### src/rtl/writeback_pipe_if.sv
// Writeback stage bundle: upstream handshake, stage controls, and the
// register-file/redirect commit outputs.
interface writeback_pipe_if #(
  parameter int XLEN  = 32,
  parameter int RI_W  = 5,
  parameter int CNT_W = 32
);
  localparam int OFF_W = $clog2(XLEN/8);

  logic             in_valid;
  logic             in_ready;
  logic [2:0]       in_op_type;
  logic [2:0]       in_op_spec;
  logic [RI_W-1:0]  in_rd_ind;
  logic [XLEN-1:0]  in_rd_dat;
  logic [XLEN-1:0]  in_mem_dat;
  logic [OFF_W-1:0] in_mem_off;
  logic [XLEN-1:0]  in_jmp_addr;
  logic             in_jmp_take;
  logic             flush;
  logic             wb_stall;
  logic             wb_en;
  logic [RI_W-1:0]  wb_ind;
  logic [XLEN-1:0]  wb_dat;
  logic             jmp_take_out;
  logic [XLEN-1:0]  jmp_addr_out;
  logic             exc_out;
  logic [CNT_W-1:0] retire_cnt;

  modport master (
    output in_valid, in_op_type, in_op_spec, in_rd_ind, in_rd_dat, in_mem_dat,
           in_mem_off, in_jmp_addr, in_jmp_take, flush, wb_stall,
    input  in_ready, wb_en, wb_ind, wb_dat, jmp_take_out, jmp_addr_out,
           exc_out, retire_cnt
  );

  modport slave (
    input  in_valid, in_op_type, in_op_spec, in_rd_ind, in_rd_dat, in_mem_dat,
           in_mem_off, in_jmp_addr, in_jmp_take, flush, wb_stall,
    output in_ready, wb_en, wb_ind, wb_dat, jmp_take_out, jmp_addr_out,
           exc_out, retire_cnt
  );
endinterface

### src/rtl/writeback_pipe.sv
// Writeback stage: 2-entry skid FIFO, load align/extend, commit decode and
// retired-instruction counter. Commit outputs are combinational off the head.
module writeback_pipe #(
  parameter int XLEN  = 32,
  parameter int RI_W  = 5,
  parameter int CNT_W = 32
) (
  input  logic             clk,
  input  logic             rst,
  writeback_pipe_if.slave  bus
);
  localparam int OFF_W = $clog2(XLEN/8);

  localparam logic [2:0] OP_ALU    = 3'd0;
  localparam logic [2:0] OP_LOAD   = 3'd1;
  localparam logic [2:0] OP_STORE  = 3'd2;
  localparam logic [2:0] OP_BRANCH = 3'd3;
  localparam logic [2:0] OP_JUMP   = 3'd4;

  typedef struct packed {
    logic [2:0]       op_type;
    logic [2:0]       op_spec;
    logic [RI_W-1:0]  rd_ind;
    logic [XLEN-1:0]  rd_dat;
    logic [XLEN-1:0]  mem_dat;
    logic [OFF_W-1:0] mem_off;
    logic [XLEN-1:0]  jmp_addr;
    logic             jmp_take;
  } ent_t;

  ent_t             ent [2];
  logic [1:0]       vld;
  logic [CNT_W-1:0] cnt;
  ent_t             in_ent;
  logic             accept, commit;

  assign in_ent = '{op_type: bus.in_op_type, op_spec: bus.in_op_spec,
                    rd_ind: bus.in_rd_ind, rd_dat: bus.in_rd_dat,
                    mem_dat: bus.in_mem_dat, mem_off: bus.in_mem_off,
                    jmp_addr: bus.in_jmp_addr, jmp_take: bus.in_jmp_take};

  assign bus.in_ready   = ~&vld;
  assign accept         = bus.in_valid & bus.in_ready & ~bus.flush;
  assign commit         = vld[0] & ~bus.wb_stall & ~bus.flush;
  assign bus.retire_cnt = cnt;

  // vld[1] is only ever set while vld[0] is set, and the FIFO cannot accept
  // while full, so a commit with a valid tail never races an accept.
  always_ff @(posedge clk or posedge rst) begin
    if (rst) begin
      vld    <= '0;
      ent[0] <= '0;
      ent[1] <= '0;
      cnt    <= '0;
    end else if (bus.flush) begin
      vld <= '0;
    end else begin
      if (commit) cnt <= cnt + 1'b1;
      if (commit) begin
        if (vld[1]) begin
          ent[0] <= ent[1];
          vld    <= 2'b01;
        end else if (accept) begin
          ent[0] <= in_ent;
          vld    <= 2'b01;
        end else begin
          vld    <= 2'b00;
        end
      end else if (accept) begin
        if (!vld[0]) begin
          ent[0] <= in_ent;
          vld[0] <= 1'b1;
        end else begin
          ent[1] <= in_ent;
          vld[1] <= 1'b1;
        end
      end
    end
  end

  ent_t            h;
  logic [XLEN-1:0] shifted, ld_val;
  logic            ld_bad;

  always_comb begin
    h       = ent[0];
    shifted = h.mem_dat >> {h.mem_off, 3'b000};
    ld_val  = shifted;
    ld_bad  = (h.op_spec == 3'b111) ||
              ((XLEN == 32) && (h.op_spec == 3'b011 || h.op_spec == 3'b110));
    // op_spec[1:0] is the access size, op_spec[2] selects zero extension.
    case (h.op_spec[1:0])
      2'd0: begin
        ld_val      = {XLEN{~h.op_spec[2] & shifted[7]}};
        ld_val[7:0] = shifted[7:0];
      end
      2'd1: begin
        ld_val       = {XLEN{~h.op_spec[2] & shifted[15]}};
        ld_val[15:0] = shifted[15:0];
        ld_bad       = ld_bad | h.mem_off[0];
      end
      2'd2: begin
        ld_val       = {XLEN{~h.op_spec[2] & shifted[31]}};
        ld_val[31:0] = shifted[31:0];
        ld_bad       = ld_bad | (|h.mem_off[1:0]);
      end
      default: ld_bad = ld_bad | (|h.mem_off);
    endcase

    bus.wb_en        = 1'b0;
    bus.wb_ind       = '0;
    bus.wb_dat       = '0;
    bus.jmp_take_out = 1'b0;
    bus.jmp_addr_out = '0;
    bus.exc_out      = 1'b0;
    if (commit) begin
      case (h.op_type)
        OP_ALU: begin
          bus.wb_en  = |h.rd_ind;
          bus.wb_ind = h.rd_ind;
          bus.wb_dat = h.rd_dat;
        end
        OP_LOAD: begin
          bus.wb_en   = ~ld_bad & (|h.rd_ind);
          bus.exc_out = ld_bad;
          bus.wb_ind  = h.rd_ind;
          bus.wb_dat  = ld_val;
        end
        OP_STORE: ;
        OP_BRANCH: begin
          bus.jmp_take_out = h.jmp_take;
          bus.jmp_addr_out = h.jmp_addr;
        end
        OP_JUMP: begin
          bus.jmp_take_out = 1'b1;
          bus.jmp_addr_out = h.jmp_addr;
          bus.wb_en        = |h.rd_ind;
          bus.wb_ind       = h.rd_ind;
          bus.wb_dat       = h.rd_dat;
        end
        default: bus.exc_out = 1'b1;
      endcase
    end
  end
endmodule
### src/flat_wrapper.sv
// flat-port wrapper written by rule: the top's interface ports become plain ports
module writeback_pipe_flat 
#(
  parameter int XLEN  = 32,
  parameter int RI_W  = 5,
  parameter int CNT_W = 32
)
  (clk, rst, bus_in_valid, bus_in_op_type, bus_in_op_spec, bus_in_rd_ind, bus_in_rd_dat, bus_in_mem_dat, bus_in_mem_off, bus_in_jmp_addr, bus_in_jmp_take, bus_flush, bus_wb_stall, bus_in_ready, bus_wb_en, bus_wb_ind, bus_wb_dat, bus_jmp_take_out, bus_jmp_addr_out, bus_exc_out, bus_retire_cnt);
  writeback_pipe_if #(.XLEN(XLEN), .RI_W(RI_W), .CNT_W(CNT_W)) bus_i ();
  input  logic clk;
  input  logic rst;
  input wire logic [$bits(bus_i.in_valid)-1:0] bus_in_valid;
  input wire logic [$bits(bus_i.in_op_type)-1:0] bus_in_op_type;
  input wire logic [$bits(bus_i.in_op_spec)-1:0] bus_in_op_spec;
  input wire logic [$bits(bus_i.in_rd_ind)-1:0] bus_in_rd_ind;
  input wire logic [$bits(bus_i.in_rd_dat)-1:0] bus_in_rd_dat;
  input wire logic [$bits(bus_i.in_mem_dat)-1:0] bus_in_mem_dat;
  input wire logic [$bits(bus_i.in_mem_off)-1:0] bus_in_mem_off;
  input wire logic [$bits(bus_i.in_jmp_addr)-1:0] bus_in_jmp_addr;
  input wire logic [$bits(bus_i.in_jmp_take)-1:0] bus_in_jmp_take;
  input wire logic [$bits(bus_i.flush)-1:0] bus_flush;
  input wire logic [$bits(bus_i.wb_stall)-1:0] bus_wb_stall;
  output wire logic [$bits(bus_i.in_ready)-1:0] bus_in_ready;
  output wire logic [$bits(bus_i.wb_en)-1:0] bus_wb_en;
  output wire logic [$bits(bus_i.wb_ind)-1:0] bus_wb_ind;
  output wire logic [$bits(bus_i.wb_dat)-1:0] bus_wb_dat;
  output wire logic [$bits(bus_i.jmp_take_out)-1:0] bus_jmp_take_out;
  output wire logic [$bits(bus_i.jmp_addr_out)-1:0] bus_jmp_addr_out;
  output wire logic [$bits(bus_i.exc_out)-1:0] bus_exc_out;
  output wire logic [$bits(bus_i.retire_cnt)-1:0] bus_retire_cnt;
  assign bus_i.in_valid = bus_in_valid;
  assign bus_i.in_op_type = bus_in_op_type;
  assign bus_i.in_op_spec = bus_in_op_spec;
  assign bus_i.in_rd_ind = bus_in_rd_ind;
  assign bus_i.in_rd_dat = bus_in_rd_dat;
  assign bus_i.in_mem_dat = bus_in_mem_dat;
  assign bus_i.in_mem_off = bus_in_mem_off;
  assign bus_i.in_jmp_addr = bus_in_jmp_addr;
  assign bus_i.in_jmp_take = bus_in_jmp_take;
  assign bus_i.flush = bus_flush;
  assign bus_i.wb_stall = bus_wb_stall;
  assign bus_in_ready = bus_i.in_ready;
  assign bus_wb_en = bus_i.wb_en;
  assign bus_wb_ind = bus_i.wb_ind;
  assign bus_wb_dat = bus_i.wb_dat;
  assign bus_jmp_take_out = bus_i.jmp_take_out;
  assign bus_jmp_addr_out = bus_i.jmp_addr_out;
  assign bus_exc_out = bus_i.exc_out;
  assign bus_retire_cnt = bus_i.retire_cnt;
  writeback_pipe #(.XLEN(XLEN), .RI_W(RI_W), .CNT_W(CNT_W)) u_core (.clk(clk), .rst(rst), .bus(bus_i));
endmodule
### config.mk
export PLATFORM = sky130hd
export DESIGN_NAME = writeback_pipe_flat
export DESIGN_NICKNAME = d
export VERILOG_FILES = /design/src/rtl/writeback_pipe_if.sv /design/src/rtl/writeback_pipe.sv /design/src/flat_wrapper.sv
export SDC_FILE = /design/constraint.sdc
export NUM_CORES = 1
export LEC_CHECK = 0
export ABC_CLOCK_PERIOD_IN_PS = 10500
export BUFFER_PORTS_ARGS = -buffer_cell sky130_fd_sc_hd__buf_4
export CAP_MARGIN = 20
export CELL_PAD_IN_SITES_DETAIL_PLACEMENT = 1
export CELL_PAD_IN_SITES_GLOBAL_PLACEMENT = 1
export CORE_ASPECT_RATIO = 1.75
export CORE_UTILIZATION = 40
export CTS_CLUSTER_DIAMETER = 30
export DETAILED_ROUTE_END_ITERATION = 8
export PLACE_DENSITY = 0.81
export SETUP_SLACK_MARGIN = 0.3
export SYNTH_ARGS = -nofsm -noshare
export SYNTH_HDL_FRONTEND = slang
export SYNTH_SLANG_ARGS = --single-unit
### constraint.sdc
create_clock -name clk -period 10.5 [get_ports clk]
set_input_delay 1.575 -clock clk [delete_from_list [all_inputs] [get_ports clk]]
set_output_delay 1.575 -clock clk [all_outputs]
set_load 0.02 [all_outputs]
* After elaboration in Yosys (flattened, before gate mapping) *
Index checks and enable logic that the tools add are counted.

operators by class
  add/sub/neg operators = 1
  eq/ne operators = 9
  shifts and indexed selects = 1
  mux-type cells = 26
  bitwise gates (word level) = 14
  reduce and logical (&&, ||, !) cells = 20

operator list
  operator                                                                number
  110-bit two-way mux                                                     5
  220-bit two-way mux                                                     1
  32-bit one-hot mux with 2 select lines                                  2
  32-bit two-way mux                                                      3
  32-bit by 1-bit adder with 32-bit output (second input constant)        1
  32-bit by 5-bit >> shifter with 32-bit output                           1
  5-bit two-way mux                                                       2
  3-bit by 2-bit equality test with 1-bit output (second input constant)  3
  3-bit equality test (second input constant)                             3
  2-bit two-way mux                                                       4
  1-bit one-hot mux with 2 select lines                                   4
  4-bit AND reduction                                                     2
  1-bit bitwise AND                                                       7
  2-bit AND reduction                                                     3
  3-bit nonzero test                                                      2
  2-bit OR reduction                                                      3
  1-bit two-way mux                                                       5
  1-bit NOT                                                               5
  5-bit OR reduction                                                      1
  2-bit nonzero test                                                      2
  4-bit OR reduction                                                      1
  3-bit by 1-bit equality test with 1-bit output (second input constant)  1
  3-bit logical NOT                                                       1
  3-bit OR reduction                                                      1
  other kinds (6)                                                         8

storage, ports and cells
  flip-flop bits (word level) = 254
  bits of input ports = 115
  output and inout bits = 105
  word-level logic and storage cells = 90

* Depth between registers and ports, before layout *
Gate-level depths: netlist (run 1).

  depth in word-level cells = 9
  mapped depth = 8
  gate-level depth less buffers = 5

* Least setup slack after synthesis (run 1) *
OpenSTA, ideal clock, no wires.

  path kind = in2out
  start point = input port bus_flush
  end point = output port bus_wb_dat[24]
  arrival = 3.216 ns
  data required time = 8.925 ns
  slack = 5.709 ns
  stages on the path = 7
  buffers on the path = 3
  path through = or3b_1 -> or2_1 -> buf_2 -> or3_1 -> buf_6 -> buf_6 -> o21ai_1

between the ends
  longest elaborated chain between the ends = 3

ends and longest elaborated chain
  element              line                   text
  from (decl)          flat_wrapper.sv:21     input wire logic [$bits(bus_i.flush)-1:0] bus_flush;
  1-bit NOT (no line)  --
  1-bit bitwise AND    writeback_pipe.sv:44   assign commit = vld[0] & ~bus.wb_stall & ~bus.flush;
  32-bit two-way mux   writeback_pipe.sv:116  if (commit) begin
  to (decl)            flat_wrapper.sv:26     output wire logic [$bits(bus_i.wb_dat)-1:0] bus_wb_dat;

Every way passes these cells.

* Worst setup path in the final report (run 1) *
  start point = input port bus_flush
  end point = output port bus_wb_dat[19]

The elaborated chain is that of the path after synthesis.

==> run metrics, run 1 <==
Setup Skew=9.45 ps; first-pass GRT wire length=59300 um; proportion of power drawn by the clock network=48.0%; number of violations reported at the end of detailed-routing iteration 0=446; largest fanout on the critical path=16; register area share after synthesis=54.4%; Starting Density=40.7%; RSZ-0062 raised after global routing=no; Initial DRT Pass Iterations=5; critical path type=input port to output port; per-cell routed wire length=22.5 um; Worst R2R Start=u_core.vld[0]; total of hold buffers inserted after clock tree synthesis=0; mapped cell area=11700 um^2; total nets after synthesis=1188; count of cell types in the netlist=49; share of synthesized flip-flops with an asynchronous set or reset=100%; IO buf count=219; relative contribution of combinational cells to total power=11.8%; number of nets in the finished design=1381; Detailed Route WL=37800 um; hold violation total from the final report=0; Detailed Place HPWL=25000 um; initial antenna violation count=7; actual transition at the worst max-transition pin=1070 ps; number of warnings issued by yosys=0; final total power=3110 uW; clock latency reported for the late side of the worst-skew pair=530 ps; worst rel slew slack=28.5%; Placement Setup Slack=4940 ps; Post-Layout Inst Area=15200 um^2; worst voltage drop across the vdd grid=164 uV; clock tree from TritonCTS=yes; post-CTS sizing=0; Main synth FF type=sky130_fd_sc_hd__dfrtp_1; final core occ=52.9%; area growth from synthesis to layout=29.9%; clock sink total=254; worst hold start=u_core.ent[123]; number of enable flip-flop cells after synthesis=0; switching share of total power=25.7%; total setup violations reported at the end of the flow=0; overall die width=131 um; max-slew violation total from the final report=0; cell internal pwr=2310 uW; area of the die=29900 um^2; Leakage=0.00675 uW; run status=completed; Avg Synthesized Cell Area=10.9 um^2; Vias per Instance=5.63; min cycle time layout=5650 ps; area occupied by multi-input gates=4980 um^2; master cell of the clock root buffer=sky130_fd_sc_hd__clkbuf_16; capturing element type of the critical path=output port; total net switching power=801 uW; TritonCTS buffer count=42; clock slew at the register clock pins of the worst setup and hold paths=50 ps; DRC=0; crit path from=bus_flush; final weighted congestion in routability-driven placement=0.876; sum of negative setup slack=0 ps; Flop pwr share=40.3%; buffer levels on the longest clock path=3; placement-stage cell area=13600 um^2; Post-CTS Repair Setup Buffers=0; routed vias=9469; FF+latch area=6360 um^2; Reg2Reg Setup Slack=7650 ps; Startpoint Class=input port; post-synthesis sequential element count=254; total global-route track usage=25.6%; power density of the placed cells=205 nW/um^2; I/O pin cnt=220; Std-Cell Core Area=28700 um^2; fraction of final layout cells with drive strength greater than 1=33.2%; vias in the first global route=10363; FILL cells=3088; post-route ant nets=0; Final WS setup=4850 ps; Req. time, crit path=8930 ps; Tightest Hold Check Type=register to register; Site Rows=82; max_cap viols=0; number of H-tree levels=2; fmax=177 MHz; Tcrit/Tclk final=53.8%; largest net degree at the start of global routing=114; Worst EP arrival=4070 ps; GR Overflow Total=0; Post-Syn Instances=1072; Die Y-Extent=228 um
[Yosys cell counts (7+ instances only)]
cell type                   instances  share of area [%]
sky130_fd_sc_hd__a211o_1            7               0.52
sky130_fd_sc_hd__a21oi_1           18               0.77
sky130_fd_sc_hd__a22oi_1          117                7.5
sky130_fd_sc_hd__a32oi_1            7               0.52
sky130_fd_sc_hd__and2_1            40                2.1
sky130_fd_sc_hd__buf_2             23               0.98
sky130_fd_sc_hd__clkbuf_1          56                1.8
sky130_fd_sc_hd__dfrtp_1          254                 54
sky130_fd_sc_hd__mux2_2           110                 11
sky130_fd_sc_hd__mux2i_1           17                1.5
sky130_fd_sc_hd__nand2_1          143                4.6
sky130_fd_sc_hd__nand3_1           12               0.51
sky130_fd_sc_hd__nand4_1           15               0.80
sky130_fd_sc_hd__nor2_1            15               0.48
sky130_fd_sc_hd__nor2b_1           10               0.54
sky130_fd_sc_hd__o21ai_0          116                5.0
sky130_fd_sc_hd__o21ai_1           10               0.43
sky130_fd_sc_hd__o2bb2ai_1          8               0.60
sky130_fd_sc_hd__xnor2_1           27                2.0
[routing by layer]
| metal | part of all wire [%] | GRT usage, % |
|---|---|---|
| met2 | 54 | 46.3 |
| met3 | 4.7 | 4.56 |
| met4 | 5.4 | 15.7 |
| met1 | 36 | 27.4 |
| met5 | 0 | 0 |
[worst paths after layout]
check	to	depth (start not counted)
worst max-delay path	bus_wb_dat[19]	6
worst min-delay path	u_core.ent[123]	2
worst max register to register	u_core.ent[208]	6
worst min register to register	u_core.ent[123]	2
max in group asynchronous	u_core.ent[27]	5
min in group asynchronous	u_core.ent[202]	2
[final cells by class]
class	instances	area share, %
Inverter	7	0.222
Tap cell	378	3.11
Sequential cell	254	41.9
Multi-Input combinational cell	724	32.8
Clock inverter	21	2.08
Timing Repair Buffer	236	11.8
Antenna cell	7	0.115
Clock buffer	55	7.99
[registers in the layout, summed over array words and instances (netlist names)]
name                   flops
u_core.vld                 2
u_core.ent               220
u_core.bus.retire_cnt     32
[placed cells by master, fill, tap and decap left out, drive strengths merged, types with 2 or more instances in the layout]
| cell | instances |
|---|---|
| nor2b | 10 |
| buf | 236 |
| o21ai | 126 |
| a221oi | 2 |
| nor3 | 3 |
| nor3b | 3 |
| mux2 | 110 |
| or3 | 2 |
| nand3 | 12 |
| xor2 | 4 |
| and4 | 4 |
| a22oi | 117 |
| a21oi | 18 |
| or3b | 2 |
| diode | 7 |
| and2 | 40 |
| dfrtp | 254 |
| nand2 | 143 |
| nor2 | 15 |
| o221ai | 8 |
| nand4 | 15 |
| inv | 11 |
| bufinv | 7 |
| xnor2 | 27 |
| a32oi | 7 |
| a211o | 7 |
| and3 | 6 |
| o2bb2ai | 8 |
| nor4 | 3 |
| nand2b | 3 |
| clkinv | 9 |
| mux2i | 17 |
| or2 | 2 |
| clkbuf | 55 |
[per-stage QoR]
| step | std cells | hold slack (ps) |
|---|---|---|
| 6_report | 1682 | 472 |
| 5_1_grt | 1682 | 508 |
| 4_1_cts | 1673 | 477 |
| 3_5_place_dp | 1597 | 466 |
| 3_3_place_gp | 1597 | 455 |
| 2_1_floorplan | 1072 | 442 |
[cell families (layout without fill, tap and decap cells)]
group	after synthesis	in the layout	synth area share, %
AO/OA/AOI/OAI	297	297	16.4
XOR/XNOR	31	31	2.32
adder cells (fa/ha/maj)	1	1	0.107
buffers and inverters	94	319	3.39
flip-flops	254	254	54.4
multiplexers	128	128	12.2
other	0	7	0
AND/OR/NAND/NOR	267	267	11.1
[power by group through the flow]
stage | clock (uW) | sequential (uW) | combinational [uW]
final | 1490 | 1250 | 366
after global placement | 0 | 1250 | 344
after global routing | 1560 | 1270 | 404
after floorplan | 0 | 1230 | 239
after CTS | 1520 | 1250 | 368
after detailed placement | 0 | 1260 | 364
[worst max-delay path, stage by stage]
cell and delay, ps:
sky130_fd_sc_hd__buf_4 140, sky130_fd_sc_hd__or3b_1 620, sky130_fd_sc_hd__or2_1 430, sky130_fd_sc_hd__or3_1 690
sky130_fd_sc_hd__o221ai_1 400, sky130_fd_sc_hd__buf_4 200
No activity file was read; power rests on OpenSTA's default activity.
==> inputs of run 2 (changes only) <==
ABC_CLOCK_PERIOD_IN_PS = 5200   (was 10500)
clock period = 5.2 ns   (was 10.5 ns; I/O delays follow)
==> run 2 against run 1 <==
Against the previous run: clock skew grew 7.4 ps; wire length decreased by 3.0%; worst setup slack worse by 4000 ps; die area unchanged; critical path depth shrank 1; highest routed layer unchanged.
==> run metrics, run 2 (synthesized netlist as in run 1, its figures left out) <==
capturing element type of the critical path=output port (unchanged); clock tree from TritonCTS=yes (unchanged); master cell of the clock root buffer=sky130_fd_sc_hd__clkbuf_16 (unchanged); worst rel slew slack=25.9% (was 28.5%); worst voltage drop across the vdd grid=223 uV (was 164 uV); I/O pin cnt=220 (unchanged); hold violation total from the final report=0 (unchanged); vias in the first global route=10251 (was 10363); Post-CTS Repair Setup Buffers=0 (unchanged); Leakage=0.00662 uW (was 0.00675 uW); Detailed Route WL=36700 um (was 37800 um); post-route ant nets=0 (unchanged); initial antenna violation count=3 (was 7); Req. time, crit path=4420 ps (was 8930 ps); Largest stage delay, worst path=1030 ps (was 690 ps); area of the die=29900 um^2 (unchanged); switching share of total power=26.8% (was 25.7%); TritonCTS buffer count=39 (was 42); total setup violations reported at the end of the flow=0 (unchanged); max-slew violation total from the final report=0 (unchanged); post-route worst hold slack=187 ps (was 472 ps); sum of negative setup slack=0 ps (unchanged); final core occ=52.0% (was 52.9%); area growth from synthesis to layout=27.8% (was 29.9%); Flop pwr share=42.8% (was 40.3%); Startpoint Class=register (was input port); overall die width=131 um (unchanged); post-CTS sizing=0 (unchanged); routed vias=9415 (was 9469); clock latency reported for the late side of the worst-skew pair=540 ps (was 530 ps); RSZ-0062 raised after global routing=no (unchanged); Starting Density=40.7% (unchanged); min cycle time layout=4300 ps; final weighted congestion in routability-driven placement=0.829 (was 0.876); cell with the largest stage delay on the worst path=sky130_fd_sc_hd__dfrtp_1 (was sky130_fd_sc_hd__or3_1); IO buf count=219 (unchanged); FF+latch area=6360 um^2 (unchanged); Site Rows=82 (unchanged); proportion of power drawn by the clock network=44.9% (was 48.0%); power density of the placed cells=396 nW/um^2 (was 205 nW/um^2); max_cap viols=0 (unchanged); Die Y-Extent=228 um (unchanged); number of H-tree levels=2 (unchanged); commonest non-fill, non-tap cells in the layout=sky130_fd_sc_hd__dfrtp_1 (254), sky130_fd_sc_hd__buf_4 (232), sky130_fd_sc_hd__nand2_1 (143) (was sky130_fd_sc_hd__dfrtp_1 (254), sky130_fd_sc_hd__buf_4 (234), sky130_fd_sc_hd__nand2_1 (143)); clock sink total=254 (unchanged); cell internal pwr=4330 uW (was 2310 uW); total net switching power=1580 uW (was 801 uW); Tcrit/Tclk final=82.7%; largest fanout on the critical path=27 (was 16); total global-route track usage=25.0% (was 25.6%); Detailed Place HPWL=24800 um (was 25000 um); cell-by-cell trace of the critical path=mux4_2 -> nor3b_1 -> a21oi_1 -> o21ai_0 -> buf_4 (was buf_4 -> or3b_1 -> or2_1 -> or3_1 -> o221ai_1 -> buf_4); Worst EP arrival=3520 ps (was 4070 ps); largest register by flop count=u_core.ent (unchanged); Largest register FFs=220 (unchanged); FILL cells=3122 (was 3088); Std-Cell Core Area=28700 um^2 (unchanged); Initial DRT Pass Iterations=4 (was 5); GR Overflow Total=0 (unchanged); actual transition at the worst max-transition pin=1110 ps (was 1070 ps); Tightest Hold Check Type=input port to asynchronous set/reset pin (was register to register); run status=completed (unchanged); DRC=0 (unchanged); area occupied by multi-input gates=4970 um^2 (was 4980 um^2); commonest non-fill, non-tap cell in the layout=sky130_fd_sc_hd__dfrtp_1 (unchanged); number of violations reported at the end of detailed-routing iteration 0=476 (was 446); total of hold buffers inserted after clock tree synthesis=0 (unchanged); buffer levels on the longest clock path=3 (unchanged); fmax=232 MHz; fraction of final layout cells with drive strength greater than 1=32.7% (was 33.2%); largest net degree at the start of global routing=124 (was 114); Vias per Instance=5.64 (was 5.63); number of nets in the finished design=1376 (was 1381); critical path type=register to output port (was input port to output port); relative contribution of combinational cells to total power=12.3% (was 11.8%); per-cell routed wire length=22.0 um (was 22.5 um); first-pass GRT wire length=57900 um (was 59300 um); clock slew at the register clock pins of the worst setup and hold paths=60 ps (was 50 ps); Setup Skew=16.8 ps (was 9.45 ps)
==> run 2: critical path, delay by kind of cell, from the launching register on <==
family / cells / cell delay, ps
AOI/OAI and AO/OA: 2 / 590
buffers and inverters: 1 / 250
DFF: 1 / 1030
muxes: 1 / 410
and+or+nand+nor: 1 / 700
==> run 2: stage by stage <==
step	total power, uW	setup WS [ps]	std cells	cell area (um^2)
floorplan	2970	1080	1072	11700
global placement	3220	1280	1597	13600
detailed placement	3280	1210	1597	13600
CTS	5970	960	1666	14900
global route	6160	776	1669	14900
finish	5910	899	1669	14900
==> run 2: layer usage <==
metal | share of wire [%] | track usage (%) | up-vias | wire length (um)
met5 | 0 | 0 | - | 0
met4 | 5.3 | 14.6 | 0 | 1940
met3 | 5.2 | 4.93 | 91 | 1900
met2 | 52 | 44.1 | 278 | 19100
met1 | 37 | 27.6 | 4796 | 13700
li1 | - | - | 4250 | -
==> run 2: final timing paths <==
kind / from / end / slack, ps / depth (start not counted)
max reg2reg: u_core.vld[0] / u_core.ent[125] / 2050 / 5
max in group asynchronous: rst / u_core.ent[17] / 3640 / 4
min in group clk: bus_flush / u_core.vld[0] / 460 / 2
min: rst / u_core.ent[204] / 190 / 2
min reg2reg: u_core.ent[127] / u_core.ent[127] / 470 / 2
max: u_core.ent[144] / bus_wb_dat[9] / 900 / 5
==> run 2: power groups by stage <==
stage | logic [uW] | clock network [uW] | registers, uW
3_5_place_dp | 726 | 0 | 2560
3_3_place_gp | 687 | 0 | 2530
5_1_grt | 800 | 2790 | 2570
2_1_floorplan | 484 | 0 | 2490
4_1_cts | 734 | 2700 | 2530
6_report | 725 | 2660 | 2530
==> run 2: final cells by class <==
| type | count | share of cell area [%] |
|---|---|---|
| flip-flops and latches | 254 | 42.5 |
| multi-input cells | 724 | 33.3 |
| repair buffers | 234 | 11.9 |
| clock buffers | 48 | 7.10 |
| well taps | 378 | 3.17 |
| clock inverters | 21 | 1.75 |
| inverters | 7 | 0.201 |
| diodes | 3 | 0.0502 |
